## src/rtl/vector_out_pkg.sv

```systemverilog
// Shared types and defaults for the vector output streamer.
package vector_out_pkg;
    localparam int DEF_DATA_WIDTH  = 16;
    localparam int DEF_VECTOR_SIZE = 6;

    typedef enum logic {
        IDLE   = 1'b0,
        STREAM = 1'b1
    } state_t;
endpackage

```

## src/rtl/vector_fifo.sv

```systemverilog
// Circular vector FIFO; a push while full is legal only when a pop happens in the same cycle.
module vector_fifo #(
    parameter int WIDTH = 96,
    parameter int DEPTH = 4
) (
    input  logic                       clock,
    input  logic                       reset,
    input  logic                       push,
    input  logic [WIDTH-1:0]           din,
    input  logic                       pop,
    output logic [WIDTH-1:0]           dout,
    output logic                       full,
    output logic                       empty,
    output logic [$clog2(DEPTH):0]     count
);
    localparam int PW = $clog2(DEPTH);
    localparam int CW = PW + 1;

    logic [WIDTH-1:0] r_mem [DEPTH];
    logic [PW-1:0]    r_wr;
    logic [PW-1:0]    r_rd;
    logic [CW-1:0]    r_count;

    assign dout  = r_mem[r_rd];
    assign full  = (r_count == CW'(DEPTH));
    assign empty = (r_count == '0);
    assign count = r_count;

    always_ff @(posedge clock) begin
        if (push) r_mem[r_wr] <= din;
    end

    // Pointers are PW bits wide, so they wrap modulo DEPTH on their own.
    always_ff @(posedge clock or negedge reset) begin
        if (!reset) begin
            r_wr    <= '0;
            r_rd    <= '0;
            r_count <= '0;
        end else begin
            if (push) r_wr <= r_wr + PW'(1);
            if (pop)  r_rd <= r_rd + PW'(1);
            if (push && !pop)      r_count <= r_count + CW'(1);
            else if (pop && !push) r_count <= r_count - CW'(1);
        end
    end
endmodule

```

## src/rtl/vector_out_streamer.sv

```systemverilog
// Buffers CPU output vectors and streams them element by element over a valid/ready port.
// Optional transfer counter output elemCount when VECTOR_OUT_STREAMER_COUNT_EN is defined.
module vector_out_streamer
    import vector_out_pkg::*;
#(
    parameter int DATA_WIDTH  = DEF_DATA_WIDTH,
    parameter int VECTOR_SIZE = DEF_VECTOR_SIZE,
    parameter int FIFO_DEPTH  = 4
) (
    input  logic                              clock,
    input  logic                              reset,
    input  logic [VECTOR_SIZE*DATA_WIDTH-1:0] vecIn,
    input  logic                              vecValid,
    output logic [DATA_WIDTH-1:0]             elemData,
    output logic                              elemValid,
    input  logic                              elemReady,
    output logic                              elemLast,
    output logic [$clog2(VECTOR_SIZE)-1:0]    elemIndex,
    output logic [$clog2(FIFO_DEPTH):0]       fifoCount,
    output logic                              overflow
`ifdef VECTOR_OUT_STREAMER_COUNT_EN
    ,output logic [31:0]                      elemCount
`endif
);
    localparam int VW = VECTOR_SIZE * DATA_WIDTH;
    localparam int IW = $clog2(VECTOR_SIZE);
    localparam logic [IW-1:0] LAST_IDX = IW'(VECTOR_SIZE - 1);

    state_t        r_state;
    state_t        w_next;
    logic [VW-1:0] r_shift;
    logic [IW-1:0] r_idx;
    logic          r_overflow;
    logic          w_push;
    logic          w_pop;
    logic          w_full;
    logic          w_empty;
    logic          w_xfer;
    logic [VW-1:0] w_head;

    vector_fifo #(.WIDTH(VW), .DEPTH(FIFO_DEPTH)) u_fifo (
        .clock (clock),
        .reset (reset),
        .push  (w_push),
        .din   (vecIn),
        .pop   (w_pop),
        .dout  (w_head),
        .full  (w_full),
        .empty (w_empty),
        .count (fifoCount)
    );

    // A full FIFO still accepts a vector when the head leaves in the same cycle.
    assign w_push    = vecValid && (!w_full || w_pop);
    assign w_xfer    = elemValid && elemReady;
    assign elemLast  = (r_state == STREAM) && (r_idx == LAST_IDX);
    assign elemData  = r_shift[DATA_WIDTH-1:0];
    assign elemIndex = r_idx;
    assign overflow  = r_overflow;

    always_ff @(posedge clock or negedge reset) begin
        if (!reset) r_state <= IDLE;
        else        r_state <= w_next;
    end

    always_comb begin
        w_next = r_state;
        case (r_state)
            IDLE:    if (!w_empty) w_next = STREAM;
            STREAM:  if (elemReady && elemLast && w_empty) w_next = IDLE;
            default: w_next = IDLE;
        endcase
    end

    always_comb begin
        elemValid = 1'b0;
        w_pop     = 1'b0;
        case (r_state)
            IDLE:   w_pop = !w_empty;
            STREAM: begin
                elemValid = 1'b1;
                w_pop     = elemReady && (r_idx == LAST_IDX) && !w_empty;
            end
            default: ;
        endcase
    end

    always_ff @(posedge clock or negedge reset) begin
        if (!reset) begin
            r_shift    <= '0;
            r_idx      <= '0;
            r_overflow <= 1'b0;
        end else begin
            if (w_pop) begin
                r_shift <= w_head;
                r_idx   <= '0;
            end else if (w_xfer) begin
                r_shift <= r_shift >> DATA_WIDTH;
                r_idx   <= r_idx + IW'(1);
            end
            if (vecValid && !w_push) r_overflow <= 1'b1;
        end
    end

`ifdef VECTOR_OUT_STREAMER_COUNT_EN
    logic [31:0] r_count;
    assign elemCount = r_count;

    always_ff @(posedge clock or negedge reset) begin
        if (!reset)      r_count <= '0;
        else if (w_xfer) r_count <= r_count + 32'd1;
    end
`endif
endmodule
```

## config.mk

```make
export PLATFORM = sky130hd
export DESIGN_NAME = vector_out_streamer
export DESIGN_NICKNAME = d
export VERILOG_FILES = /design/src/rtl/vector_out_pkg.sv /design/src/rtl/vector_fifo.sv /design/src/rtl/vector_out_streamer.sv
export SDC_FILE = /design/constraint.sdc
export NUM_CORES = 1
export LEC_CHECK = 0
export BUFFER_PORTS_ARGS = -buffer_cell sky130_fd_sc_hd__buf_2
export CAP_MARGIN = 15
export CORE_ASPECT_RATIO = 1.2
export CORE_UTILIZATION = 51
export DETAILED_ROUTE_END_ITERATION = 16
export GPL_TIMING_DRIVEN = 0
export PLACE_DENSITY = 0.8
export SLEW_MARGIN = 15
export SYNTH_ARGS = -nofsm -noshare
export SYNTH_HDL_FRONTEND = slang
export SYNTH_HIERARCHICAL = 1
export SYNTH_SLANG_ARGS = --single-unit
```

## constraint.sdc

```tcl
create_clock -name clock -period 10.3 [get_ports clock]
set_input_delay 1.545 -clock clock [delete_from_list [all_inputs] [get_ports clock]]
set_output_delay 1.545 -clock clock [all_outputs]
set_load 0.01 [all_outputs]
```

==> results.md, run 1 <==
* CTS tree: yes
* Tightest Pin Transition at around 0.90 ns
* Worst VDD drop at roughly 0.00016 V
* Count leader, synth: edfxtp_1
* Power per Cell Area at 294 mW/mm^2
* Cell mode on critical path: buf_2
* HP Class: reg -> reg
* Fin crit share at 0.378
* Crit-path max FO at 10
* Pint at about 0.0047 W
* Mean post-synth cell area at 18.9 sq um
* EDFF count, synth at between 300 and 400
* Worst-Skew Late Latency at approximately 0.55 ns
* DP Area at ~0.021 sq mm
* Post-synthesis cell count at ~1100
* Post-route cell area at between 0.02 and 0.025 sq mm
* Switching Fraction at 0.304
* Setup CP Type: reg -> out
* Die Y at ~220 um
* Crit start category: flop
* Switching power at ~0.0020 W
* RSZ-0062 raised after global routing: no
* Worst Path Arrival at ~2.4 ns
* Layout cells sized above 1 at 0.356
* Clock power share at 0.255
* Htree depth at 2
* Slew Limit Fails at 0
* Port Buf Inserts at 124
* CP max stage cell: clkbuf_1
* Crit-path leading delay family: buffers and inverters
* Drt total wl at 42600 um
* Share of the synthesized area in the top cell type at 0.581
* DR pass1 iterations at 5
* Pin count of the biggest net entering global routing at between 60 and 70
* DIE AREA at around 0.040 sq mm
* Crit. End Element: primary output
* Net Count, Synth at ~1200
* Sequential area share after synthesis at 0.717
* Clock transition at path regs at ~0.060 ns
* Inserted Clock Buffers at between 40 and 50
* Static Leakage at between 7 and 8 nW
* Ports at 125
* Filler Cell Count at around 2700
* Fin Clk Skew at ~0.012 ns
* Vias in the first global route at approximately 11000
* Row count at a little under 80
* Final hold vios at 0
* Post-detail-place hpwl at around 28000 um
* Finish-stage setup viols at 0
* Post-synth top flop: edfxtp_1
* #FFs+latches synth at around 500
* Final nets at approximately 1300
* Post-synth cell types at 40
* Combinational power share at 0.311
* GPL Wtd Cong at 0.838
* Starting DRT DRC Count at between 1000 and 1500
* Area delta synth->final at 15.0%
* Worst path buffer plus inverter count at 4
* Die width at 182 um
* Post-synth ARST share at 0.220
* Post-CTS Setup Inserts at 0
* Status: finished, final reports clean
* Top post-synthesis cells by area: edfxtp_1 58%, dfrtp_1 14%, mux4_2 11%, mux2_2 4.6%, o32ai_1 2.8%
* Number of max-cap violations at 0
* DRC violations left at 0
* Max transition margin at 0.395
* Antenna-violating nets left at 0
* Synthesis Warnings at 6
* Reg power frac at 0.434
* DR vias at 10815
* Core ar. at 0.0381 sq mm
* Yosys top cell by area: edfxtp_1
* Max Buffers Root-to-Sink at 3
* Clk root buf: clkbuf_16
* Drt wl/cell at roughly 24 um
* Post-route minimum period at between 3 and 4 ns
* Critical path cell sequence: buf_2, clkbuf_1, buf_2, and3_1, buf_2
* DR vias/cell at ~6.2
* Cts repair resizes at 0
* Worst Path Required at about 9 ns
* Antenna violations before repair at 2
* Total gr overflow at 0
* Critical path's largest stage delay at just under 0.5 ns
* Total global-route track usage at 0.220
* CTS Hold Bufs at 0
* Synthesized cell area at ~0.020 sq mm
* TNS Setup at 0 ns
* Clock net sink count at a little under 500
* First-pass GRT wire length at ~65000 um
* Highest clock rate at ~0.26 GHz
* Post-synth top cells: 384 x edfxtp_1, 108 x dfrtp_1, 96 x mux4_2
* Initial Util at 0.522
layer usage:
layer  track usage  routed length (um)
met1         0.286               16600
met5             0                  10
met3        0.0360                2550
met4        0.0784                1340
met2         0.376               22100
metrics by stage:
| step | setup slack (ns) | hold slack (ns) | total power (W) | utilization | cells |
|---|---|---|---|---|---|
| floorplan | 5.09 | 0.467 | 0.00437 | - | 1052 |
| global placement | 2.94 | 0.449 | 0.00496 | 0.554 | 1656 |
| detailed placement | 5.78 | 0.457 | 0.00504 | 0.560 | 1664 |
| CTS | 6.39 | 0.479 | 0.00677 | 0.600 | 1751 |
| global route | 6.19 | 0.500 | 0.00702 | 0.600 | 1751 |
| finish | 6.40 | 0.478 | 0.00672 | 0.600 | 1752 |
area by class of cell:
type                    count  area [sq um]  share of cell area
flip-flops and latches    492         14200               0.623
multi-input cells         460          5090               0.223
clock buffers              57          1260              0.0550
repair buffers            132           832              0.0364
well taps                 480           601              0.0263
plain buffers              93           514              0.0225
clock inverters            30           284              0.0124
inverters                   7          26.3             0.00115
diodes                      1          2.50            0.000110
logic make-up (layout without fill, tap and decap cells):
| group | after synthesis | in the layout | synth area share |
|---|---|---|---|
| xor+xnor | 7 | 7 | 0.00309 |
| fa+ha+maj | 8 | 8 | 0.00542 |
| buf+inv | 100 | 319 | 0.0272 |
| compound gates | 182 | 182 | 0.0743 |
| other cells | 0 | 1 | 0 |
| flops | 492 | 492 | 0.717 |
| simple gates | 85 | 85 | 0.0178 |
| mux | 178 | 178 | 0.155 |
power groups by stage:
stage,registers [W],logic [W],clock network (W)
2_1_floorplan,0.00287,0.00150,0
3_3_place_gp,0.00297,0.00199,0
3_5_place_dp,0.00294,0.00210,0
4_1_cts,0.00291,0.00211,0.00174
5_1_grt,0.00295,0.00224,0.00182
6_report,0.00292,0.00209,0.00171
placed cells by master (no fill, tap or decap), types with 2 or more instances in the layout:
cell type,n
a22o_1,16
and2_4,4
buf_1,7
buf_12,3
buf_16,6
buf_2,158
buf_4,19
buf_6,4
bufinv_16,5
clkbuf_1,35
clkbuf_16,49
clkinv_1,10
clkinv_2,10
clkinvlp_4,4
dfrtp_1,108
edfxtp_1,384
ha_1,7
inv_1,6
mux2_2,82
mux4_2,96
nand2_1,5
nand3_1,2
nor2_1,67
o221a_1,9
o221a_2,7
o22a_1,16
o22ai_1,64
o32ai_1,64
xnor2_1,2
xor2_1,5
registers in the layout, indices dropped and copies added (netlist names):
register,flops
elemIndex,3
u_fifo/r_rd,2
r_shift,96
overflow,1
u_fifo/r_wr,2
r_state,1
u_fifo/count,3
u_fifo/r_mem,384
worst register-to-register path: stages, from the launching register on:
cell      delay (ns)
dfrtp_1         0.44
nor3_1          0.16
nand4b_1        0.19
buf_2           0.22
o21a_1          0.20
a21boi_0        0.74
and2_4          0.76
buf_16          0.34
final timing paths:
kind | from | endpoint | slack, ns | cells past startpoint
setup / recovery | r_state$_DFF_PN0_ | elemLast | 6.40 | 5
hold / removal | overflow$_DFFE_PN0P_ | overflow$_DFFE_PN0P_ | 0.48 | 1
setup reg to reg | u_fifo/count[0]$_DFFE_PN0P_ | u_fifo/r_mem[2][55]$_DFFE_PP_ | 6.83 | 7
hold reg to reg | overflow$_DFFE_PN0P_ | overflow$_DFFE_PN0P_ | 0.48 | 1
max in group asynchronous | reset | u_fifo/count[1]$_DFFE_PN0P_ | 8.69 | 2
min in group asynchronous | reset | r_shift[30]$_DFFE_PN0P_ | 0.91 | 1
Power figures use the tool's default switching activity.
==> run 2: changes to the inputs <==
- PLACE_DENSITY: 0.8 -> 0.82
- clock period: 10.3 -> 3.55 ns (I/O delays scaled with it)
==> run 2 against run 1 <==
  * Non-clock buffer count unchanged
  * Highest routed layer is now met4
  * Critical path type is now reg -> reg
  * Largest power group unchanged
  * Worst hold slack worse by 0.30 ns
  * Die area unchanged
  * Count of clock-buffer cells in the layout up 2
  * Combinational power increased to 2.9 times the previous value
==> results.md, run 2 (synthesis results as in run 1) <==
* Fin Clk Skew at 0.0279 ns
* RSZ-0062 raised after global routing: no
* Crit start category: flop
* Reg2reg start: u_fifo/count[0]$_DFFE_PN0P_
* CTS tree: yes
* Highest clock rate at 0.307 GHz
* Place WS at -0.0651 ns
* Ports at approximately 130
* Row count at 78
* Antenna-violating nets left at 0
* Fin crit share at 0.917
* Tightest Pin Transition at 0.769 ns
* Combinational power share at 0.316
* Final hold vios at 0
* Total chip power at a little under 0.02 W
* Power per Cell Area at 855 mW/mm^2
* Worst VDD drop at approximately 0.00050 V
* Max transition margin at 0.488
* Starting DRT DRC Count at 976
* Pint at between 0.01 and 0.015 W
* Drt total wl at 44400 um
* Port Buf Inserts at 124
* Largest registers: u_fifo/r_mem (384), r_shift (96)
* DR pass1 iterations at 5
* Total gr overflow at 0
* DIE AREA at between 0.03 and 0.04 sq mm
* Antenna violations before repair at 3
* Largest register FFs at ~380
* Post-detail-place hpwl at around 28000 um
* Switching Fraction at 0.310
* Clock net sink count at 492
* DR vias/cell at about 6.3
* Post-route minimum period at approximately 3.3 ns
* Clock power share at 0.250
* DRC violations left at 0
* Status: finished, final reports clean
* Worst Path Arrival at between 3 and 4 ns
* Die Y at between 200 and 250 um
* Worst-Skew Late Latency at 0.57 ns
* Slew Limit Fails at 0
* Die width at roughly 180 um
* HP Class: in -> reg
* Htree depth at 2
* Setup CP Type: reg -> reg
* R2r worst-path depth at 13
* Finish-stage setup viols at 0
* TNS Setup at 0 ns
* Reg power frac at 0.435
* Worst Path Required at between 4 and 5 ns
* Initial Util at 0.522
* Post-CTS Setup Inserts at 0
* Reg2reg end: u_fifo/count[2]$_DFFE_PN0P_
* R2R Setup Slk at a little under 0.3 ns
* DR vias at 11066
* Area delta synth->final at 14.8%
* Clk root buf: clkbuf_16
* Switching power at ~0.0060 W
* Drt wl/cell at ~25 um
* Core ar. at 0.0381 sq mm
* Most frequent cells in the layout: 384 x edfxtp_1, 158 x buf_2, 108 x dfrtp_1
* Final nets at 1342
* Inserted Clock Buffers at 46
* Hold-critical path endpoint: u_fifo/r_mem[1][77]$_DFFE_PP_
* Hold Crit Depth at 1
* Max Buffers Root-to-Sink at 3
* Top reg by flops: u_fifo/r_mem
* Hold Startpoint: vecIn[77]
* Pin count of the biggest net entering global routing at between 60 and 70
* GPL Wtd Cong at around 0.85
* Vias in the first global route at approximately 11000
* Clock transition at path regs at approximately 0.06 ns
* Static Leakage at 7.85 nW
* First-pass GRT wire length at between 60000 and 70000 um
* Most common cell after layout, fill and taps aside: edfxtp_1
* Total global-route track usage at 0.227
* Layout cells sized above 1 at 0.358
* Number of max-cap violations at 0
* Crit. End Element: flop
* Final worst slack at 0.296 ns
* Crit-path max FO at 12
==> run 2: worst max path at each step <==
stage	from	end	slack, ns
3_5_place_dp	u_fifo/count[0]$_DFFE_PN0P_	u_fifo/r_mem[3][54]$_DFFE_PP_	-0.07
6_report	u_fifo/count[0]$_DFFE_PN0P_	u_fifo/count[2]$_DFFE_PN0P_	0.30
4_1_cts	u_fifo/count[0]$_DFFE_PN0P_	u_fifo/count[2]$_DFFE_PN0P_	0.07
3_3_place_gp	u_fifo/count[0]$_DFFE_PN0P_	u_fifo/r_mem[1][51]$_DFFE_PP_	-0.97
5_1_grt	u_fifo/count[0]$_DFFE_PN0P_	u_fifo/count[2]$_DFFE_PN0P_	0.18
2_1_floorplan	u_fifo/count[0]$_DFFE_PN0P_	u_fifo/r_mem[1][0]$_DFFE_PP_	0.26
==> run 2: routing by layer <==
metal  global-route usage  routed length [um]  vias to the layer above
li1                     -                   -                     4715
met1                0.290               16700                     5744
met2                0.393               23000                      506
met3               0.0348                3070                      101
met4               0.0910                1590                        0
met5                    0                   0                        -
==> run 2: what timing repair did <==
action / in CTS / in global routing
hold buffers: 1 / 0
resized for setup: 1 / 2
hold endpoints to repair: 54 / 0
gates cloned: 2 / 0
setup endpoints to repair: 100 / 30
pin swaps: 2 / 0
==> run 2: area by class of cell <==
type / count / area (sq um)
fill: 2672 / 15300
sequential: 492 / 14200
multi-input combinational: 462 / 5120
clock buffer: 59 / 1240
timing repair buffer: 132 / 800
tap: 480 / 601
buffer: 93 / 514
clock inverter: 27 / 256
inverter: 7 / 26.3
antenna: 2 / 5.00
==> run 2: power by group through the flow <==
stage | clock [W] | combinational [W] | sequential [W]
floorplan | 0 | 0.00436 | 0.00827
global placement | 0 | 0.00575 | 0.00853
detailed placement | 0 | 0.00606 | 0.00855
CTS | 0.00494 | 0.00616 | 0.00844
global route | 0.00513 | 0.00655 | 0.00856
finish | 0.00487 | 0.00615 | 0.00847
==> run 2: critical path, stage by stage (launching register included) <==
cell and delay, ns:
dfrtp_1 0.45, nor3_2 0.42, nand4b_1 0.18, buf_2 0.26, o21a_1 0.29, inv_2 0.13
buf_2 0.23, inv_1 0.11, ha_1 0.19, inv_1 0.07, fa_1 0.39, xor2_1 0.18
nor2_1 0.12, xor2_1 0.16
==> run 2: through the flow <==
step | cell area (sq um) | instances | hold slack, ns | util
global route | 22800 | 1754 | 0.159 | 0.599
global placement | 21100 | 1656 | 0.445 | 0.554
finish | 22800 | 1754 | 0.173 | 0.599
floorplan | 19900 | 1052 | 0.237 | -
CTS | 22800 | 1752 | 0.150 | 0.598
detailed placement | 21300 | 1663 | 0.462 | 0.559
